$ cat config.mk
export PLATFORM = sky130hd
export DESIGN_NAME = spi_cmd_sequencer
export DESIGN_NICKNAME = d
export VERILOG_FILES = /design/src/rtl/spi_cmd_sequencer.sv
export SDC_FILE = /design/constraint.sdc
export NUM_CORES = 1
export LEC_CHECK = 0
export BUFFER_PORTS_ARGS = -buffer_cell sky130_fd_sc_hd__buf_4
export CAP_MARGIN = 30
export CORE_MARGIN = 2
export CORE_UTILIZATION = 55
export DETAILED_ROUTE_END_ITERATION = 8
export PLACE_DENSITY_LB_ADDON = 0.25
export SLEW_MARGIN = 20
export SYNTH_ARGS = -nofsm -noshare
export SYNTH_HDL_FRONTEND = slang
export SYNTH_SLANG_ARGS = --single-unit
$ cat constraint.sdc
create_clock -name clk -period 5.55 [get_ports clk]
set_clock_uncertainty 0.1 [all_clocks]
set_input_delay 0.2775 -clock clk [delete_from_list [all_inputs] [get_ports clk]]
set_output_delay 0.2775 -clock clk [all_outputs]
set_load 0.02 [all_outputs]
$ cat src/rtl/spi_cmd_sequencer.sv
// Command front-end for the SPI memory top: buffers host commands in a FIFO, issues them
// downstream one at a time and returns one response per command, timing out stuck ones.
module spi_cmd_sequencer #(
   parameter int AW      = 8,
   parameter int DW      = 8,
   parameter int DEPTH   = 4,
   parameter int TIMEOUT = 256
) (
   input  logic                       clk,
   input  logic                       rst,
   input  logic                       cmd_valid,
   output logic                       cmd_ready,
   input  logic                       cmd_wr,
   input  logic [AW-1:0]              cmd_addr,
   input  logic [DW-1:0]              cmd_din,
   output logic                       rsp_valid,
   input  logic                       rsp_ready,
   output logic                       rsp_wr,
   output logic [AW-1:0]              rsp_addr,
   output logic [DW-1:0]              rsp_data,
   output logic                       rsp_err,
   output logic                       rsp_tmo,
   output logic                       m_req,
   output logic                       m_wr,
   output logic [AW-1:0]              m_addr,
   output logic [DW-1:0]              m_din,
   input  logic [DW-1:0]              m_dout,
   input  logic                       m_done,
   input  logic                       m_err,
   output logic [$clog2(DEPTH+1)-1:0] level,
   output logic [7:0]                 err_cnt
);
   localparam int LW = $clog2(DEPTH + 1);
   localparam int PW = $clog2(DEPTH);
   localparam int CW = $clog2(TIMEOUT);

   localparam logic [LW-1:0] LVL_ZERO  = {LW{1'b0}};
   localparam logic [LW-1:0] LVL_ONE   = LW'(1'b1);
   localparam logic [LW-1:0] LVL_FULL  = LW'(DEPTH);
   localparam logic [PW-1:0] PTR_ONE   = PW'(1'b1);
   localparam logic [CW-1:0] CNT_ZERO  = {CW{1'b0}};
   localparam logic [CW-1:0] CNT_ONE   = CW'(1'b1);
   localparam logic [CW-1:0] CNT_LAST  = CW'(TIMEOUT - 1);
   localparam logic [DW-1:0] DATA_ZERO = {DW{1'b0}};

   typedef enum logic [1:0] {
      ST_IDLE  = 2'd0,
      ST_ISSUE = 2'd1,
      ST_WAIT  = 2'd2,
      ST_RESP  = 2'd3
   } state_t;

   state_t          state_r;
   logic            fifo_wr_r   [DEPTH];
   logic [AW-1:0]   fifo_addr_r [DEPTH];
   logic [DW-1:0]   fifo_din_r  [DEPTH];
   logic [PW-1:0]   wptr_r;
   logic [PW-1:0]   rptr_r;
   logic [LW-1:0]   level_r;
   logic [LW-1:0]   level_nxt_s;
   logic            ready_r;
   logic            push_s;
   logic            pop_s;
   logic [CW-1:0]   tmo_cnt_r;
   logic            iss_wr_r;
   logic [AW-1:0]   iss_addr_r;
   logic [DW-1:0]   iss_din_r;
   logic            req_r;
   logic            rsp_valid_r;
   logic [DW-1:0]   rsp_data_r;
   logic            rsp_err_r;
   logic            rsp_tmo_r;
   logic [7:0]      err_cnt_r;

   // Push/pop decode and next FIFO occupancy.
   always_comb begin
      push_s      = cmd_valid & ready_r;
      pop_s       = 1'b0;
      level_nxt_s = level_r;
      if ((state_r == ST_IDLE) && (level_r != LVL_ZERO)) begin
         pop_s = 1'b1;
      end else begin
         pop_s = 1'b0;
      end
      if (push_s && !pop_s) begin
         level_nxt_s = level_r + LVL_ONE;
      end else if (pop_s && !push_s) begin
         level_nxt_s = level_r - LVL_ONE;
      end else begin
         level_nxt_s = level_r;
      end
   end

   // FIFO storage; ready_r is low in reset so nothing is written then.
   always_ff @(posedge clk) begin
      if (push_s) begin
         fifo_wr_r[wptr_r]   <= cmd_wr;
         fifo_addr_r[wptr_r] <= cmd_addr;
         fifo_din_r[wptr_r]  <= cmd_din;
      end
   end

   // FIFO pointers, occupancy and the registered accept flag.
   always_ff @(posedge clk or negedge rst) begin
      if (!rst) begin
         wptr_r  <= {PW{1'b0}};
         rptr_r  <= {PW{1'b0}};
         level_r <= LVL_ZERO;
         ready_r <= 1'b0;
      end else begin
         if (push_s) begin
            wptr_r <= wptr_r + PTR_ONE;
         end
         if (pop_s) begin
            rptr_r <= rptr_r + PTR_ONE;
         end
         level_r <= level_nxt_s;
         ready_r <= (level_nxt_s != LVL_FULL);
      end
   end

   // Issue FSM: pop, present downstream, wait or time out, then hold the response.
   always_ff @(posedge clk or negedge rst) begin
      if (!rst) begin
         state_r     <= ST_IDLE;
         tmo_cnt_r   <= CNT_ZERO;
         iss_wr_r    <= 1'b0;
         iss_addr_r  <= {AW{1'b0}};
         iss_din_r   <= DATA_ZERO;
         req_r       <= 1'b0;
         rsp_valid_r <= 1'b0;
         rsp_data_r  <= DATA_ZERO;
         rsp_err_r   <= 1'b0;
         rsp_tmo_r   <= 1'b0;
         err_cnt_r   <= 8'd0;
      end else begin
         case (state_r)
            ST_IDLE: begin
               if (pop_s) begin
                  iss_wr_r   <= fifo_wr_r[rptr_r];
                  iss_addr_r <= fifo_addr_r[rptr_r];
                  iss_din_r  <= fifo_din_r[rptr_r];
                  state_r    <= ST_ISSUE;
               end
            end
            ST_ISSUE: begin
               tmo_cnt_r <= CNT_ZERO;
               req_r     <= 1'b1;
               state_r   <= ST_WAIT;
            end
            ST_WAIT: begin
               // A completion in the last counted cycle takes priority over the timeout.
               if (m_done) begin
                  rsp_data_r  <= iss_wr_r ? DATA_ZERO : m_dout;
                  rsp_err_r   <= m_err;
                  rsp_tmo_r   <= 1'b0;
                  req_r       <= 1'b0;
                  rsp_valid_r <= 1'b1;
                  state_r     <= ST_RESP;
               end else if (tmo_cnt_r == CNT_LAST) begin
                  rsp_data_r  <= DATA_ZERO;
                  rsp_err_r   <= 1'b1;
                  rsp_tmo_r   <= 1'b1;
                  req_r       <= 1'b0;
                  rsp_valid_r <= 1'b1;
                  state_r     <= ST_RESP;
               end else begin
                  tmo_cnt_r <= tmo_cnt_r + CNT_ONE;
               end
            end
            ST_RESP: begin
               if (rsp_ready) begin
                  rsp_valid_r <= 1'b0;
                  if (rsp_err_r && (err_cnt_r != 8'hFF)) begin
                     err_cnt_r <= err_cnt_r + 8'd1;
                  end
                  state_r <= ST_IDLE;
               end
            end
            default: begin
               state_r     <= ST_IDLE;
               req_r       <= 1'b0;
               rsp_valid_r <= 1'b0;
            end
         endcase
      end
   end

   assign cmd_ready = ready_r;
   assign level     = level_r;
   assign err_cnt   = err_cnt_r;
   assign m_req     = req_r;
   assign m_wr      = iss_wr_r;
   assign m_addr    = iss_addr_r;
   assign m_din     = iss_din_r;
   assign rsp_valid = rsp_valid_r;
   assign rsp_wr    = iss_wr_r;
   assign rsp_addr  = iss_addr_r;
   assign rsp_data  = rsp_data_r;
   assign rsp_err   = rsp_err_r;
   assign rsp_tmo   = rsp_tmo_r;

endmodule

Yosys cells after proc, flatten, opt, wreduce, memory -nomap -nowiden. Memory sizes are Yosys's and may differ from the RTL's. A register that Yosys moved wholly into a read port is not among the register bits. Index checks and enable logic that the tools add are counted.

Add/subtract/negate cells: 6. Equality and inequality tests: 11. Multiplexer cells: 25. Bitwise gates (word level): 1. Reduce and logical (&&, ||, !) cells: 21.

Operators with widths (number): two-way mux 8 bit (5); adder 8 x 1 -> 8 bit (second input constant) (2); one-hot mux 8 bit (2 select lines) (1); AND reduction 3 bit (4); two-way mux 1 bit (10); equality test 8 bit (second input constant) (1); two-way mux 2 bit (4); inequality test 2 bit (second input constant) (4); inequality test 8 bit (second input constant) (1); one-hot mux 2 bit (4 select lines) (1); two-way mux 3 bit (2); inequality test 3 bit (second input constant) (2); AND reduction 2 bit (3); nonzero test 2 bit (3); logical NOT 1 bit (5); adder 2 x 1 -> 2 bit (second input constant) (2); equality test 2 bit (second input constant) (2); logical AND 1 bit (4); one-hot mux 1 bit (2 select lines) (2); adder 3 x 1 -> 3 bit (second input constant) (1); nonzero test 3 bit (1); subtractor 3 x 1 -> 3 bit (second input constant) (1); equality test 2 x 1 -> 1 bit (second input constant) (1); logical NOT 2 bit (1); bitwise AND 1 bit (1).

Register bits after elaboration: 38. Bits in writable memories: 68. Input bits: 31. Word-level logic and storage cells: 79. Memories: 3.

Memory list: fifo_addr_r (depth 4, width 8, rd ports 1, clocked after memory_dff 1, write ports 1, RTL line 55) `logic [AW-1:0] fifo_addr_r [DEPTH];`; fifo_din_r (depth 4, width 8, rd ports 1, clocked after memory_dff 1, write ports 1, RTL line 56) `logic [DW-1:0] fifo_din_r [DEPTH];`; fifo_wr_r (depth 4, width 1, rd ports 1, clocked after memory_dff 1, write ports 1, RTL line 54) `logic fifo_wr_r [DEPTH];`.

Longest topological paths before layout. Gate-level depths: netlist of the first run.

Word-level depth: 7. Mapped depth: 8. Gate-level depth less buffers: 7.

Least setup slack after synthesis of the first run. Ideal clock, no wire load.

Path kind: register to register. From: reg err_cnt_r[0] (netlist: err_cnt[0]). To: reg err_cnt_r[1] (netlist: err_cnt[1]). Setup time: 125 ps. Arrival time: 1697 ps. Setup slack: 3628 ps. Cell stages (with the launch flop): 6. Cell sequence: dfrtp_1 > ha_1 > and4_1 > a41o_1 > nor2_2 > mux2_2.

Longest elaborated chain between the ends: 3.

Ends and longest elaborated chain: start, declared (RTL line 73) `logic [7:0] err_cnt_r;`; start signal, assigned (RTL line 175) `err_cnt_r <= err_cnt_r + 8'd1;`; parallel branches: the longest is 3 deep, another holds adder 8 x 1 -> 8 bit.

Several ways; the timed one is not identified. A chain may end at the register's enable or synchronous reset.

Worst setup path after layout of the first run.
From: reg tmo_cnt_r[0]. To: reg rsp_err_r (netlist: rsp_err).

Longest elaborated chain between the ends: 3.

Ends and longest elaborated chain: start, declared (RTL line 64) `logic [CW-1:0] tmo_cnt_r;`; start signal, assigned (RTL line 168) `tmo_cnt_r <= tmo_cnt_r + CNT_ONE;`; equality test 8 bit (RTL line 160) `end else if (tmo_cnt_r == CNT_LAST) begin`; nonzero test 2 bit (no line); AND reduction 2 bit (no line); end signal, assigned (RTL line 155) `rsp_err_r <= m_err;`; end, declared (RTL line 71) `logic rsp_err_r;`.

Every way passes these cells.

==> impl_metrics.env, run 1 <==
export IMPL_syn2layout_area_growth_pct=28.28
export IMPL_crit_chain="ha_1, and4_1, a21oi_1, nor2b_1, o22a_1"
export IMPL_path_max_fanout=11
export IMPL_cts_tree="yes"
export IMPL_die_area_um2=10120
export IMPL_timing_rr_start="tmo_cnt_r[0]"
export IMPL_antenna_found_initial=0
export IMPL_design_area_um2=6584
export IMPL_reg2reg_to="rsp_err"
export IMPL_status="completed"
export IMPL_grt_max_degree=56
export IMPL_setup_violations=0
export IMPL_period_share_pct=43.09
export IMPL_via_count=3193
export IMPL_synth_seq_area_share_pct=66.60
export IMPL_crit_slowest_cell="a21oi_1"
export IMPL_coreArea_um2=9153
export IMPL_grt_pass1_wl_um=15910
export IMPL_synth_distinct_cells=42
export IMPL_first_global_vias=3303
export IMPL_die_y_um=100.6
export IMPL_start_util_pct=56.08
export IMPL_fmax_ghz=0.4182
export IMPL_cp_required_ns=5.84
export IMPL_ys_ff_latch=123
export IMPL_gp_congestion=0.8287
export IMPL_routedWlPerCell_um=16.39
export IMPL_clk_latency_ns=0.51
export IMPL_clock_root_buffer="clkbuf_8"
export IMPL_cts_buffers=17
export IMPL_num_rows=35
export IMPL_yosysWarnings=0
export IMPL_clk_pin_slew_ns=0.06
export IMPL_tightest_slew_ns=0.9211
export IMPL_h_tree_depth=4
export IMPL_die_w_um=100.6
export IMPL_final_antenna_net_count=0
export IMPL_startpoint_type="flip-flop"
export IMPL_finalWirelength_um=9804
export IMPL_io_buffers=80
export IMPL_hold_viol=0
export IMPL_async_reset_ff_share_pct=44.72
export IMPL_synth_flop_cell="edfxtp_1"
export IMPL_p_leak_nw=2.809
export IMPL_timing_max_cap_violations=0
export IMPL_worstSetupPathType="flip-flop to flip-flop"
export IMPL_dp_hpwl_um=5930
export IMPL_period_needed_ns=2.391
export IMPL_maxSlewHeadroom_pct=38.59
export IMPL_regToRegSetupSlack_ns=3.16
export IMPL_power_density_nw_per_um2=564.0
export IMPL_slew_viol_final=0
export IMPL_rsz0062_at_grt="no"
export IMPL_drc=0
export IMPL_startpoint="tmo_cnt_r[0]"
export IMPL_drtIter0Drc=132
export IMPL_overflow=0
export IMPL_hp_class="input port to flip-flop"
export IMPL_reg2reg_depth=5
export IMPL_cts_max_path_buffers=2
export IMPL_io_pins=81
export IMPL_setup_tns_ns=0
export IMPL_syn_nets=412
export IMPL_place_area_um2=5742
export IMPL_cts_repair_resized=0
export IMPL_first_pass_iters=4
export IMPL_n_antenna_cell=0
export IMPL_slowest_delay_ns=0.61
export IMPL_nets=519
export IMPL_synthCells=367
export IMPL_hold_ws_ns=0.1268
export IMPL_viasPerCell=5.339
export IMPL_crit_end="rsp_err"
export IMPL_peakVddDrop_uv=284.9
export IMPL_arrival_ns=2.68
export IMPL_drive_above_1_share_pct=27.72
export IMPL_synth_edf_count=68
export IMPL_syn_area_um2=5132
export IMPL_syn_avg_cell_area_um2=13.98
export IMPL_clock_sinks=123
export IMPL_grtUsageTotal_pct=20.92
export IMPL_crit_path_end_kind="flip-flop"
-- stage by stage --
step                cells  total power [mW]  setup slack (ns)  util [%]
floorplan             367             2.284             3.628         -
global placement      537             2.661             3.309     62.73
detailed placement    537             2.702             3.220     62.73
CTS                   598             3.746             3.202     71.93
global route          598             3.940             3.035     71.93
finish                598             3.713             3.159     71.93
-- logic make-up after synthesis --
| group | count (synthesis) | share of synthesized area, % |
|---|---|---|
| buffers and inverters | 32 | 3.413 |
| multiplexers | 19 | 7.899 |
| AND/OR/NAND/NOR | 133 | 11.95 |
| flip-flops | 123 | 66.60 |
| AO/OA/AOI/OAI | 31 | 4.169 |
| adder cells (fa/ha/maj) | 14 | 3.413 |
| XOR/XNOR | 15 | 2.560 |
-- cell usage after synthesis, types with 3 or more instances --
library cell,instances,share of area (%)
o22ai_1,3,0.37
edfxtp_1,68,40
o21ai_0,7,0.68
xor2_1,4,0.68
nor3_1,3,0.29
clkbuf_1,5,0.37
nor2b_1,6,0.73
nand2_1,84,6.1
inv_1,10,0.73
xnor2_1,11,1.9
and3_1,5,0.61
nor2_1,4,0.29
a21oi_1,4,0.39
a41oi_1,3,0.51
dfrtp_1,55,27
buf_4,14,2.0
nand4_1,5,0.61
nand3_1,15,1.5
mux4_2,17,7.5
ha_1,14,3.4
-- flip-flops by register name, indices dropped and copies added, names as in the netlist, 3 cells and up --
signal       cells
err_cnt          8
m_din            8
fifo_wr_r        4
tmo_cnt_r        8
level            3
rsp_data         8
fifo_addr_r     32
m_addr           8
fifo_din_r      32
-- how the worst min path moves through the flow --
stage	startpoint	to	slack, ns	depth (start not counted)
4_1_cts	cmd_valid	level[2]	0.1	4
5_1_grt	cmd_valid	level[2]	0.14	4
2_1_floorplan	rst	cmd_ready	-0.12	0
3_5_place_dp	rst	err_cnt[4]	0.27	1
6_report	cmd_valid	level[2]	0.13	4
3_3_place_gp	rst	err_cnt[4]	0.26	1
-- cell usage in the layout (no fill, tap or decap), types with 6 or more instances in the layout --
cell and count:
o21ai_0 7, dlygate4sd3_1 29, clkbuf_16 16, mux4_2 17, inv_1 10, buf_4 81, nand2_1 84, inv_6 6
ha_1 14, edfxtp_1 68, nor2b_1 6, nand3_1 15, xnor2_1 11, dfrtp_1 55
-- area by class of cell --
type,count,area [um2]
clock inverters,14,133.9
fillers,575,2569
inverters,10,37.54
repair buffers,110,898.4
clock buffers,18,417.9
flip-flops and latches,123,3418
well taps,111,138.9
multi-input cells,212,1539
-- worst max-delay path, delay by kind of cell (launching register included) --
family          cells  cell delay [ns]
compound gates      2             0.91
fa+ha+maj           1             0.27
simple gates        2             0.56
flops               1             0.43
-- routing by layer --
| metal | global-route usage, % | wire [um] | vias to the layer above |
|---|---|---|---|
| met5 | 0 | 0 | - |
| met2 | 35.03 | 5142 | 87 |
| met1 | 25.77 | 4141 | 1565 |
| met4 | 9.062 | 113 | 0 |
| met3 | 5.479 | 407 | 12 |
| li1 | - | - | 1529 |
-- report_power, final --
part / internal, mW / switching [mW]
sequential: 1.24 / 0.179
clock: 0.601 / 0.411
combinational: 0.559 / 0.724
-- timing repair --
item / in CTS / in global routing
endpoints found under the hold margin: 134 / 0
setup buffers: 0 / 0
hold buffers: 29 / 0
Power figures use the tool's default switching activity.
==> inputs of run 2 (changes only) <==
--- a/config.mk
+++ b/config.mk
@@ -5,6 +5,7 @@
 export SDC_FILE = /design/constraint.sdc
 export NUM_CORES = 1
 export LEC_CHECK = 0
+export ABC_AREA = 1
 export BUFFER_PORTS_ARGS = -buffer_cell sky130_fd_sc_hd__buf_4
 export CAP_MARGIN = 30
 export CORE_MARGIN = 2
==> constraint.sdc (replaced) <==
create_clock -name clk -period 2.4 [get_ports clk]
set_clock_uncertainty 0.1 [all_clocks]
set_input_delay 0.12 -clock clk [delete_from_list [all_inputs] [get_ports clk]]
set_output_delay 0.12 -clock clk [all_outputs]
set_load 0.02 [all_outputs]
==> run 2 against run 1 <==
Against the previous run:
- area after synthesis increased by 2.8%
- hold slack got worse by 0.064 ns
- largest power group unchanged
- fmax increased by 32%
- largest cell class unchanged
- die area increased by 2.7%
- final cell count increased by 24%
- synthesized cell count increased by 34%
- final area increased by 3.5%
- critical path type unchanged
- highest routed layer unchanged
==> impl_metrics.env, run 2 <==
export IMPL_status="completed"
export IMPL_synth_flop_cell="edfxtp_1"
export IMPL_coreArea_um2=9284
export IMPL_reg2reg_depth=4
export IMPL_crit_slowest_cell="dfrtp_1"
export IMPL_n_antenna_cell=0
export IMPL_startpoint_type="flip-flop"
export IMPL_synthCells=492
export IMPL_first_global_vias=3884
export IMPL_viasPerCell=5.126
export IMPL_die_w_um=101.9
export IMPL_final_cell_mix="98 x nor2_1, 86 x buf_4, 80 x nand2_1"
export IMPL_die_y_um=101.9
export IMPL_synth_most_common_cell="nor2_1"
export IMPL_syn_avg_cell_area_um2=10.72
export IMPL_wl_met1_um=4441
export IMPL_syn_nets=537
export IMPL_hold_viol=0
export IMPL_met3_wirelength_um=598
export IMPL_slowest_delay_ns=0.80
export IMPL_synth_top_cell_by_area="edfxtp_1"
export IMPL_path_max_fanout=19
export IMPL_via_count=3814
export IMPL_finalWirelength_um=10950
export IMPL_syn2layout_area_growth_pct=29.17
export IMPL_io_buffers=80
export IMPL_path_delay_family="flip-flops"
export IMPL_synth_edf_count=68
export IMPL_arrival_ns=2.14
export IMPL_period_needed_ns=1.818
export IMPL_layout_commonest_cell="nor2_1"
export IMPL_grtUsageTotal_pct=22.45
export IMPL_power_density_nw_per_um2=1307
export IMPL_synthTopCellsByArea="edfxtp_1 39%, dfrtp_1 26%, nor2_1 7.3%, nand2_1 5.7%, o21ai_0 3.6%"
export IMPL_min_to="wptr_r[0]"
export IMPL_period_share_pct=75.75
export IMPL_highest_layer="met4"
export IMPL_ys_ff_latch=123
export IMPL_io_pins=81
export IMPL_largestRegisters="fifo_addr_r x32, fifo_din_r x32"
export IMPL_fmax_ghz=0.5500
export IMPL_met2_length_um=5774
export IMPL_maxSlewHeadroom_pct=51.85
export IMPL_yosysWarnings=0
export IMPL_clock_sinks=123
export IMPL_overflow=0
export IMPL_async_reset_ff_share_pct=44.72
export IMPL_synth_seq_area_share_pct=64.80
export IMPL_routedWlPerCell_um=14.71
export IMPL_die_area_um2=10390
export IMPL_synth_distinct_cells=30
export IMPL_netlist_top_cells_count="102 x nor2_1, 80 x nand2_1, 68 x edfxtp_1"
export IMPL_min_delay_start="cmd_valid"
export IMPL_place_area_um2=5941
export IMPL_peakVddDrop_uv=735.7
export IMPL_crit_chain="inv_2, nor2_1, o21ai_0, a31oi_1"
export IMPL_timing_max_cap_violations=0
export IMPL_clock_root_buffer="clkbuf_8"
export IMPL_start_util_pct=56.82
export IMPL_setup_violations=0
export IMPL_cts_tree="yes"
export IMPL_worstSetupPathType="flip-flop to flip-flop"
export IMPL_num_rows=35
export IMPL_synth_top_area_share_pct=38.71
export IMPL_tightest_slew_ns=0.7223
export IMPL_hold_path_depth=3
export IMPL_antenna_found_initial=0
export IMPL_reg2reg_to="m_addr[7]"
export IMPL_rsz0062_at_grt="no"
export IMPL_timing_rr_start="rptr_r[1]"
export IMPL_slew_viol_final=0
export IMPL_path_buf_inv=1
export IMPL_drc=0
export IMPL_nets=647
export IMPL_design_area_um2=6814
export IMPL_grt_max_degree=56
export IMPL_dp_hpwl_um=6532
export IMPL_p_leak_nw=2.898
export IMPL_clk_pin_slew_ns=0.06
export IMPL_setup_tns_ns=0
export IMPL_grt_pass1_wl_um=17730
export IMPL_syn_area_um2=5275
export IMPL_cp_required_ns=2.72
export IMPL_drive_above_1_share_pct=23.58
export IMPL_cts_max_path_buffers=2
export IMPL_cts_buffers=17
export IMPL_first_pass_iters=4
export IMPL_final_antenna_net_count=0
export IMPL_crit_path_end_kind="flip-flop"
export IMPL_regToRegSetupSlack_ns=0.58
export IMPL_p_total_mw=8.907
export IMPL_h_tree_depth=4
export IMPL_gp_congestion=0.8357
export IMPL_clk_latency_ns=0.51
export IMPL_drtIter0Drc=116
export IMPL_hp_class="input port to flip-flop"
==> run 2: cell count changes after synthesis, sizes merged, moves of 4 or more <==
| cell | before | now |
|---|---|---|
| nor2b | 6 | 0 |
| nor2 | 5 | 104 |
| and3 | 5 | 0 |
| xnor2 | 11 | 7 |
| buf | 17 | 21 |
| nand3 | 15 | 27 |
| a31oi | 2 | 17 |
| inv | 10 | 27 |
| mux4 | 17 | 0 |
| o21ai | 8 | 50 |
==> run 2: what timing repair did <==
| action | CTS | global route |
|---|---|---|
| endpoints found under the hold margin | 137 | 0 |
| setup buffers | 0 | 0 |
| hold buffers | 29 | 0 |
| resized for setup | 0 | 0 |
==> run 2: worst max-delay path by stage <==
stage,from,end,slack [ns],depth (start not counted)
floorplan,wptr_r[0],fifo_addr_r[2][0],0.50,4
global placement,rptr_r[1],m_addr[1],0.67,4
detailed placement,rptr_r[1],m_addr[7],0.59,4
CTS,rptr_r[1],m_addr[5],0.58,4
global route,rptr_r[1],m_din[6],0.41,4
finish,rptr_r[1],m_addr[7],0.58,4
==> run 2: through the flow <==
stage	utilization (%)	hold slack, ns	std cells	setup slack (ns)
after global routing	73.40	0.08021	744	0.4053
after detailed placement	63.99	0.1295	683	0.5908
final	73.40	0.06296	744	0.5820
after CTS	73.40	0.03101	744	0.5767
after global placement	63.99	0.1318	683	0.6707
after floorplan	-	-0.2756	492	0.5042
==> run 2: cells by family (layout without fill, tap and decap cells) <==
logic type	Yosys count	count (layout)	share of synthesized area (%)
buffers and inverters	51	174	4.791
adders and majority gates	14	14	3.321
xor gates and xnor gates	11	11	1.826
and+or+nand+nor	224	224	17.55
DFF	123	123	64.80
AOI/OAI and AO/OA	69	69	7.709
==> run 2: metal layers <==
layer	GRT usage [%]	up-vias
met3	5.404	16
met2	40.28	122
met1	26.03	1814
li1	-	1862
met4	8.718	0
met5	0	-
==> run 2: area by class of cell <==
type                    count  area, um2
multi-input cells         318       1614
inverters                  27      101.3
fillers                   600       2470
flip-flops and latches    123       3418
clock buffers              19      441.7
clock inverters            13      141.4
well taps                 129      161.4
repair buffers            115      935.9
==> run 2: where the power goes <==
| part | switching (mW) | internal, mW | total, mW |
|---|---|---|---|
| combinational | 1.99 | 1.20 | 3.19 |
| clock | 0.913 | 1.53 | 2.45 |
| sequential | 0.417 | 2.85 | 3.27 |
| total | 3.32 | 5.59 | 8.91 |
==> run 2: worst min-delay path: stages <==
cell,delay (ns)
buf_4,0.08
nand2_1,0.22
xor2_1,0.21
